`src/rtl/if_id_skid.sv`:
```
// IF/ID pipeline register with a two-entry skid buffer.
// HEAD drives the decode side; SKID catches one extra word so in_ready
// never depends combinationally on out_ready.
module if_id_skid #(
   parameter int unsigned INSTR_WIDTH = 32,
   parameter int unsigned PC_WIDTH    = 32
) (
   input  logic                   clk,
   input  logic                   rst,
   input  logic                   in_valid,
   output logic                   in_ready,
   input  logic [INSTR_WIDTH-1:0] in_instr,
   input  logic [PC_WIDTH-1:0]    in_pc4,
   input  logic                   flush,
   output logic                   out_valid,
   input  logic                   out_ready,
   output logic [INSTR_WIDTH-1:0] out_instr,
   output logic [PC_WIDTH-1:0]    out_pc4,
   output logic [5:0]             out_opcode,
   output logic [4:0]             out_rs,
   output logic [4:0]             out_rt,
   output logic [4:0]             out_rd,
   output logic [15:0]            out_imm16,
   output logic [1:0]             count
);

   // Encoding equals occupancy so count falls straight out of the state.
   typedef enum logic [1:0] {
      ST_EMPTY = 2'd0,
      ST_ONE   = 2'd1,
      ST_TWO   = 2'd2
   } state_t;

   state_t                 state_q, state_d;
   logic [INSTR_WIDTH-1:0] head_instr_q, head_instr_d;
   logic [PC_WIDTH-1:0]    head_pc4_q, head_pc4_d;
   logic [INSTR_WIDTH-1:0] skid_instr_q, skid_instr_d;
   logic [PC_WIDTH-1:0]    skid_pc4_q, skid_pc4_d;
   logic                   in_ready_q, in_ready_d;
   logic                   out_valid_q, out_valid_d;
   logic [1:0]             count_q, count_d;
   logic                   accept;
   logic                   drain;

   // Next-state, buffer moves and registered handshake outputs.
   always_comb begin
      state_d      = state_q;
      head_instr_d = head_instr_q;
      head_pc4_d   = head_pc4_q;
      skid_instr_d = skid_instr_q;
      skid_pc4_d   = skid_pc4_q;
      accept       = in_valid & in_ready_q;
      drain        = out_valid_q & out_ready;

      if (flush) begin
         state_d      = ST_EMPTY;
         head_instr_d = '0;
         head_pc4_d   = '0;
         skid_instr_d = '0;
         skid_pc4_d   = '0;
      end else begin
         case (state_q)
            ST_EMPTY: begin
               if (accept) begin
                  state_d      = ST_ONE;
                  head_instr_d = in_instr;
                  head_pc4_d   = in_pc4;
               end
            end
            ST_ONE: begin
               if (accept && !drain) begin
                  state_d      = ST_TWO;
                  skid_instr_d = in_instr;
                  skid_pc4_d   = in_pc4;
               end else if (drain && !accept) begin
                  state_d = ST_EMPTY;
               end else if (accept && drain) begin
                  head_instr_d = in_instr;
                  head_pc4_d   = in_pc4;
               end
            end
            ST_TWO: begin
               if (drain) begin
                  state_d      = ST_ONE;
                  head_instr_d = skid_instr_q;
                  head_pc4_d   = skid_pc4_q;
               end
            end
            default: state_d = ST_EMPTY;
         endcase
      end

      in_ready_d  = (state_d != ST_TWO);
      out_valid_d = (state_d != ST_EMPTY);
      count_d     = 2'(state_d);
   end

   // State and data registers with asynchronous reset.
   always_ff @(posedge clk or posedge rst) begin
      if (rst) begin
         state_q      <= ST_EMPTY;
         head_instr_q <= '0;
         head_pc4_q   <= '0;
         skid_instr_q <= '0;
         skid_pc4_q   <= '0;
         in_ready_q   <= 1'b1;
         out_valid_q  <= 1'b0;
         count_q      <= 2'd0;
      end else begin
         state_q      <= state_d;
         head_instr_q <= head_instr_d;
         head_pc4_q   <= head_pc4_d;
         skid_instr_q <= skid_instr_d;
         skid_pc4_q   <= skid_pc4_d;
         in_ready_q   <= in_ready_d;
         out_valid_q  <= out_valid_d;
         count_q      <= count_d;
      end
   end

   assign in_ready   = in_ready_q;
   assign out_valid  = out_valid_q;
   assign count      = count_q;
   assign out_instr  = head_instr_q;
   assign out_pc4    = head_pc4_q;

   // Decode fields are plain slices of the head word.
   assign out_opcode = out_instr[31:26];
   assign out_rs     = out_instr[25:21];
   assign out_rt     = out_instr[20:16];
   assign out_rd     = out_instr[15:11];
   assign out_imm16  = out_instr[15:0];

endmodule

```
`config.mk`:
```
export PLATFORM = sky130hd
export DESIGN_NAME = if_id_skid
export DESIGN_NICKNAME = d
export VERILOG_FILES = /design/src/rtl/if_id_skid.sv
export SDC_FILE = /design/constraint.sdc
export NUM_CORES = 1
export LEC_CHECK = 0
export CAP_MARGIN = 20
export CELL_PAD_IN_SITES_DETAIL_PLACEMENT = 1
export CELL_PAD_IN_SITES_GLOBAL_PLACEMENT = 1
export CORE_ASPECT_RATIO = 0.7
export CORE_MARGIN = 4
export CORE_UTILIZATION = 38
export DETAILED_ROUTE_END_ITERATION = 10
export PLACE_DENSITY = 0.79
export REMOVE_ABC_BUFFERS = 1
export SLEW_MARGIN = 20
export SYNTH_ARGS = -nofsm -noshare
export SYNTH_HDL_FRONTEND = slang
export SYNTH_SLANG_ARGS = --single-unit
```
`constraint.sdc`:
```
create_clock -name clk -period 5.9 [get_ports clk]
set_input_delay 1.18 -clock clk [delete_from_list [all_inputs] [get_ports clk]]
set_output_delay 1.18 -clock clk [all_outputs]
set_load 0.05 [all_outputs]
```
==> flow_summary.yaml <==
yosys:
  synth_cells: 650
  ys_types: 29
  yosys_warnings: 0
  syn-cell-area_sq_mm: 0.00678
  synth_seq_cells: 132
  yosysSeqAreaShare_pct: 48.7
  avgSynthCellArea_sq_um: 10.4
floorplan:
  dieArea_sq_mm: 0.0201
  fp-row-count: 40
  ios: 174
  initial_core_util_pct: 39.2
  coreArea_sq_mm: 0.0173
  die_width_microns: 168
  dieHeight_microns: 120
critical_path:
  crit_top_cell: "a211oi_1"
  slowest_delay_ns: 0.84
  crit_fanout: 86
  critPathTopFamily: "compound AO/OA/AOI/OAI gates"
  path_cells: "clkdlybuf4s50_1 > a21bo_4 > buf_4 > a211oi_1 > a211oi_1"
  endpoint_kind: "flop"
  cp.required_ns: 6.20
  arrival_ns: 3.67
  cp_slowest_cell: "a21bo_4"
  crit_buf_inv: 2
  crit_type: "in2reg"
  cp-start-kind: "input pin"
placement:
  gp_congestion: 0.751
  port_buffers: 173
  hpwlAfterDp_microns: 12800
timing:
  worstMarginPinSlew_ns: 1.02
  max-slew-margin-rel_pct: 32.0
  finClkSkew_ns: 0.0109
  rsz0062_at_grt: "no"
  fin_tns_setup_ns: 0
  period_share_pct: 57.2
  hold_viol_final: 0
  fin_crit_ns: 3.37
  setup_viol: 0
  slew_violations: 0
  clock.fmax_ghz: 0.296
routing:
  drc: 0
  drtIter0Drc: 441
  wire_per_inst_microns: 21.7
  drt_pass1_iterations: 4
  drtAntennaViolNets: 0
  via_per_inst: 5.86
  wl_microns: 21300
  num_vias: 5755
power:
  finalPower_w: 0.00301
  ir_drop_mv: 0.149
  p_leak_nw: 3.76
  powerDensity_mw_per_mm2: 344
final_layout:
  antenna_cells: 0
  n_fill_cell: 1893
  nets: 807
  drive_above_1_share_pct: 8.26
  final_common_cell: "clkdlybuf4s50_1"
  mostFrequentLayoutCells: "172 x clkdlybuf4s50_1, 131 x dfrtp_1, 117 x a211oi_1"
  area_delta_synth_final_pct: 29.1
clock_tree:
  clk_pin_slew_worst_paths_ns: 0.06
  cts_max_level: 4
  cts_made_buffers: 17
  clockBufferDepth: 2
  worstSkewPairLatency_ns: 0.42
  cts_tree: "built"
  cts_resized: 0
  clockRootBuffer: "clkbuf_16"
  postCtsSetupBuffers: 0
  cts.sinks: 132
  hold_buffers: 0
grt:
  grt_pass1_vias: 6259
  grt.overflow.total: 0
  grt_usage_pct: 21.1
  grt_first_pass_wirelength_microns: 34500
  grt_max_degree: 87
  antenna_found_initial: 1
outcome:
  outcome: "finished, final reports clean"
worst_hold_path:
  hp-class: "reg2reg"
run:
  maxCapViolCount: 0
[path summary, 6_finish.rpt]
| kind | start | endpoint | slack, ns | depth (start not counted) |
|---|---|---|---|---|
| min in group asynchronous | rst | out_instr[6] | 1.29 | 2 |
| hold / removal | skid_pc4_q[10] | skid_pc4_q[10] | 0.55 | 2 |
| setup / recovery | out_ready | out_pc4[30] | 2.53 | 5 |
| max in group asynchronous | rst | skid_pc4_q[7] | 3.54 | 3 |
| hold reg to reg | skid_pc4_q[10] | skid_pc4_q[10] | 0.55 | 2 |
| setup reg to reg | count[0] | out_pc4[30] | 3.07 | 5 |
[worst min-delay path, delay by kind of cell, from the launching register on]
kind | cells | cell delay [ns]
flops | 1 | 0.37
compound gates | 2 | 0.13
[through the flow]
stage	cell area (sq um)	std cells	worst slack, ns	hold WS, ns	utilization [%]
2_1_floorplan	6060	535	0.522	0.511	-
3_3_place_gp	8200	950	2.33	0.526	47.4
3_5_place_dp	8200	950	2.14	0.535	47.4
4_1_cts	8750	982	2.61	0.545	50.6
5_1_grt	8750	982	2.39	0.565	50.6
6_report	8750	982	2.53	0.546	50.6
[power by group]
| group | leakage [nW] | internal (W) | switching [W] |
|---|---|---|---|
| logic | 1.72 | 0.000313 | 0.000645 |
| registers | 1.77 | 0.000987 | 0.0000704 |
| clock network | 0.264 | 0.000588 | 0.000407 |
| total | 3.76 | 0.00189 | 0.00112 |
[synthesized netlist by cell type]
master | instances | area (sq um)
buf_4 | 42 | 315
mux2i_1 | 64 | 641
nor4bb_1 | 1 | 10.0
dfrtp_1 | 131 | 3280
a211oi_1 | 117 | 878
a221o_1 | 1 | 10.0
buf_8 | 1 | 15.0
nor3b_1 | 1 | 7.51
a21boi_2 | 1 | 11.3
nand3b_1 | 1 | 7.51
nand4_1 | 1 | 6.26
buf_2 | 38 | 190
o21ai_0 | 65 | 325
a21o_1 | 1 | 7.51
clkbuf_1 | 28 | 105
a21oi_1 | 65 | 325
o22ai_2 | 1 | 12.5
inv_1 | 1 | 3.75
and4b_1 | 1 | 10.0
buf_6 | 3 | 33.8
a221oi_1 | 1 | 8.76
dfstp_2 | 1 | 26.3
buf_12 | 3 | 60.1
nand3_1 | 64 | 320
a21bo_2 | 1 | 10.0
nand2_1 | 3 | 11.3
nand2b_1 | 1 | 6.26
and3b_1 | 1 | 8.76
a211oi_2 | 11 | 138
[cell type report]
cell class	count	area [sq um]	area share (%)
Timing Repair Buffer	184	1810	20.7
Tap cell	231	289	3.30
Multi-Input combinational cell	402	2790	31.9
Inverter	1	6.26	0.0715
Clock inverter	13	111	1.27
Clock buffer	19	443	5.06
Sequential cell	132	3300	37.7
[registers in the layout, summed over array words and instances (netlist names)]
signal	cells
count	2
in_ready	1
out_instr	32
out_pc4	32
out_valid	1
skid_instr_q	32
skid_pc4_q	32
[per-layer routing]
layer	wire [microns]	track usage, %
met1	10000	29.6
met2	9860	33.3
met3	1360	5.40
met4	101	4.21
met5	13	0
[cell families after synthesis]
| kind of cell | share of synthesized area, % |
|---|---|
| AO/OA/AOI/OAI | 25.5 |
| flip-flops | 48.7 |
| buffers and inverters | 10.7 |
| AND/OR/NAND/NOR | 5.72 |
| multiplexers | 9.44 |
Note: power is estimated with default switching activity, not from simulation.
==> variant, RTL diff (same flow settings) <==
The parameter `PC_WIDTH` goes from 32 to 36.
--- a/src/rtl/if_id_skid.sv
+++ b/src/rtl/if_id_skid.sv
@@ -5,3 +5,3 @@
    parameter int unsigned INSTR_WIDTH = 32,
-   parameter int unsigned PC_WIDTH    = 32
+   parameter int unsigned PC_WIDTH    = 36
 ) (
Ports: changed (resized in_pc4 and out_pc4); port bits go from 174 to 182. No check against the original RTL was run, so the function may have changed too.
==> variant against the unedited design <==
- sequential cell count increased by 8
- global-route usage up 0.48 points
- combinational power is 6% higher
- cell area up 7.2%
- worst setup slack got worse by 18 ps
- total power up 11%
- routed wire length grew 7.6%
- synthesized area is 6.4% higher
- largest cell class unchanged
==> variant: results (changes against the unedited design) <==
Final layout
  – Layout non-clock buf frac: 0.204 (was 0.207)
  – CLK BUF: 20 (was 19)
  – ClkCell Share: 0.0693 (was 0.0633)
  – Fraction of area in registers: 0.373 (was 0.377)
  – Fill count: 1,971 (was 1,893)
  – Multi-input combinational area share: 0.321 (was 0.319)
  – Non-CTS buffers: 192 (was 184)
  – Post-Layout Cell Count: 1,027 (was 982)
  – NumNets Final: 851 (was 807)

Placement
  – Buffers on Ports: 181 (was 173)
  – Pre-CTS setup slack: 2040 ps (was 2140 ps)
  – GP Congestion: 0.723 (was 0.751)
  – Hpwl dp: 13,500 um (was 12,800 um)
  – DP Area: 0.00871 sq mm (was 0.00820 sq mm)
  – Placed insts: 994 (was 950)

Route
  – Vias per Instance: 5.92 (was 5.86)
  – Top Metal Used: met4 (was met5)
  – Metal1 wirelength: 10,700 um (was 10,000 um)
  – Iteration-0 DRC Markers: 443 (was 441)
  – Drt wl/cell: 22.4 um (was 21.7 um)
  – TritonRoute pass-1 iters: 5 (was 4)

STA
  – Min Tclk post-route: 3390 ps (was 3370 ps)
  – Slew headroom: 0.314 (was 0.320)

GRT
  – Global Route met3 Usage: 0.0437 (was 0.0540)
  – Largest net degree at the start of global routing: 101 (was 87)
  – M2 GR Usage: 0.342 (was 0.333)
  – First-pass GRT wire length: 36,600 um (was 34,500 um)
  – Vias in the first global route: 6,670 (was 6,259)

Pwr
  – Leak Pwr: 0.00403 uW (was 0.00376 uW)
  – Max VDD drop: 139 uV (was 149 uV)

Outcome
  – Outcome: completed (unchanged)

Synthesis
  – #FFs+latches synth: 140 (was 132)
  – Mux contribution to synthesized area: 0.0943 (was 0.0944)
  – Sequential fraction of the synthesis area: 0.486 (was 0.487)
  – Synth Area per Inst: 10.5 sq um (was 10.4 sq um)
  – Gate Count Post-Synth: 687 (was 650)
  – Largest cells by area after synthesis: dfrtp_1 (48%), a211oi_1 (12%), mux2i_1 (9.4%) (was dfrtp_1 (48%), a211oi_1 (13%), mux2i_1 (9.4%))
  – Complex-gate fraction of the synthesized area: 0.263 (was 0.255)

Critical path
  – Delay-heaviest family, CP: buffers and inverters (was compound AO/OA/AOI/OAI gates)
  – CP max stage cell: and4b_2 (was a21bo_4)
  – Crit-path max FO: 35 (was 86)
  – Reg2Reg Launch Point: count[1] (was count[0])
  – FF-to-FF End: out_pc4[5] (was out_pc4[30])
  – Critical path arrival: 3710 ps (was 3670 ps)
  – Crit path to: out_instr[31] (was out_pc4[30])
  – R2r setup slk: 3280 ps (was 3070 ps)
-- variant: cell count changes after synthesis, sizes merged --
cell / before / now
dfrtp: 131 / 139
o21ai: 65 / 69
a211oi: 128 / 136
mux2i: 64 / 68
nand3: 64 / 68
a21oi: 65 / 69
clkbuf: 28 / 41
buf: 87 / 79
-- variant: power by group --
group	switching (uW)	total [uW]	internal, uW
clock network	441	1190	746
registers	74.0	1120	1050
logic	685	1020	337
-- variant: worst min path at each step --
stage          depth (start not counted)  slack [ps]              end       startpoint
6_report                               2         550   skid_pc4_q[14]   skid_pc4_q[14]
5_1_grt                                2         570   skid_pc4_q[15]   skid_pc4_q[15]
4_1_cts                                2         540   skid_pc4_q[25]   skid_pc4_q[25]
3_5_place_dp                           2         530   skid_pc4_q[25]   skid_pc4_q[25]
3_3_place_gp                           2         530  skid_instr_q[2]  skid_instr_q[2]
2_1_floorplan                          2         510  skid_instr_q[0]  skid_instr_q[0]
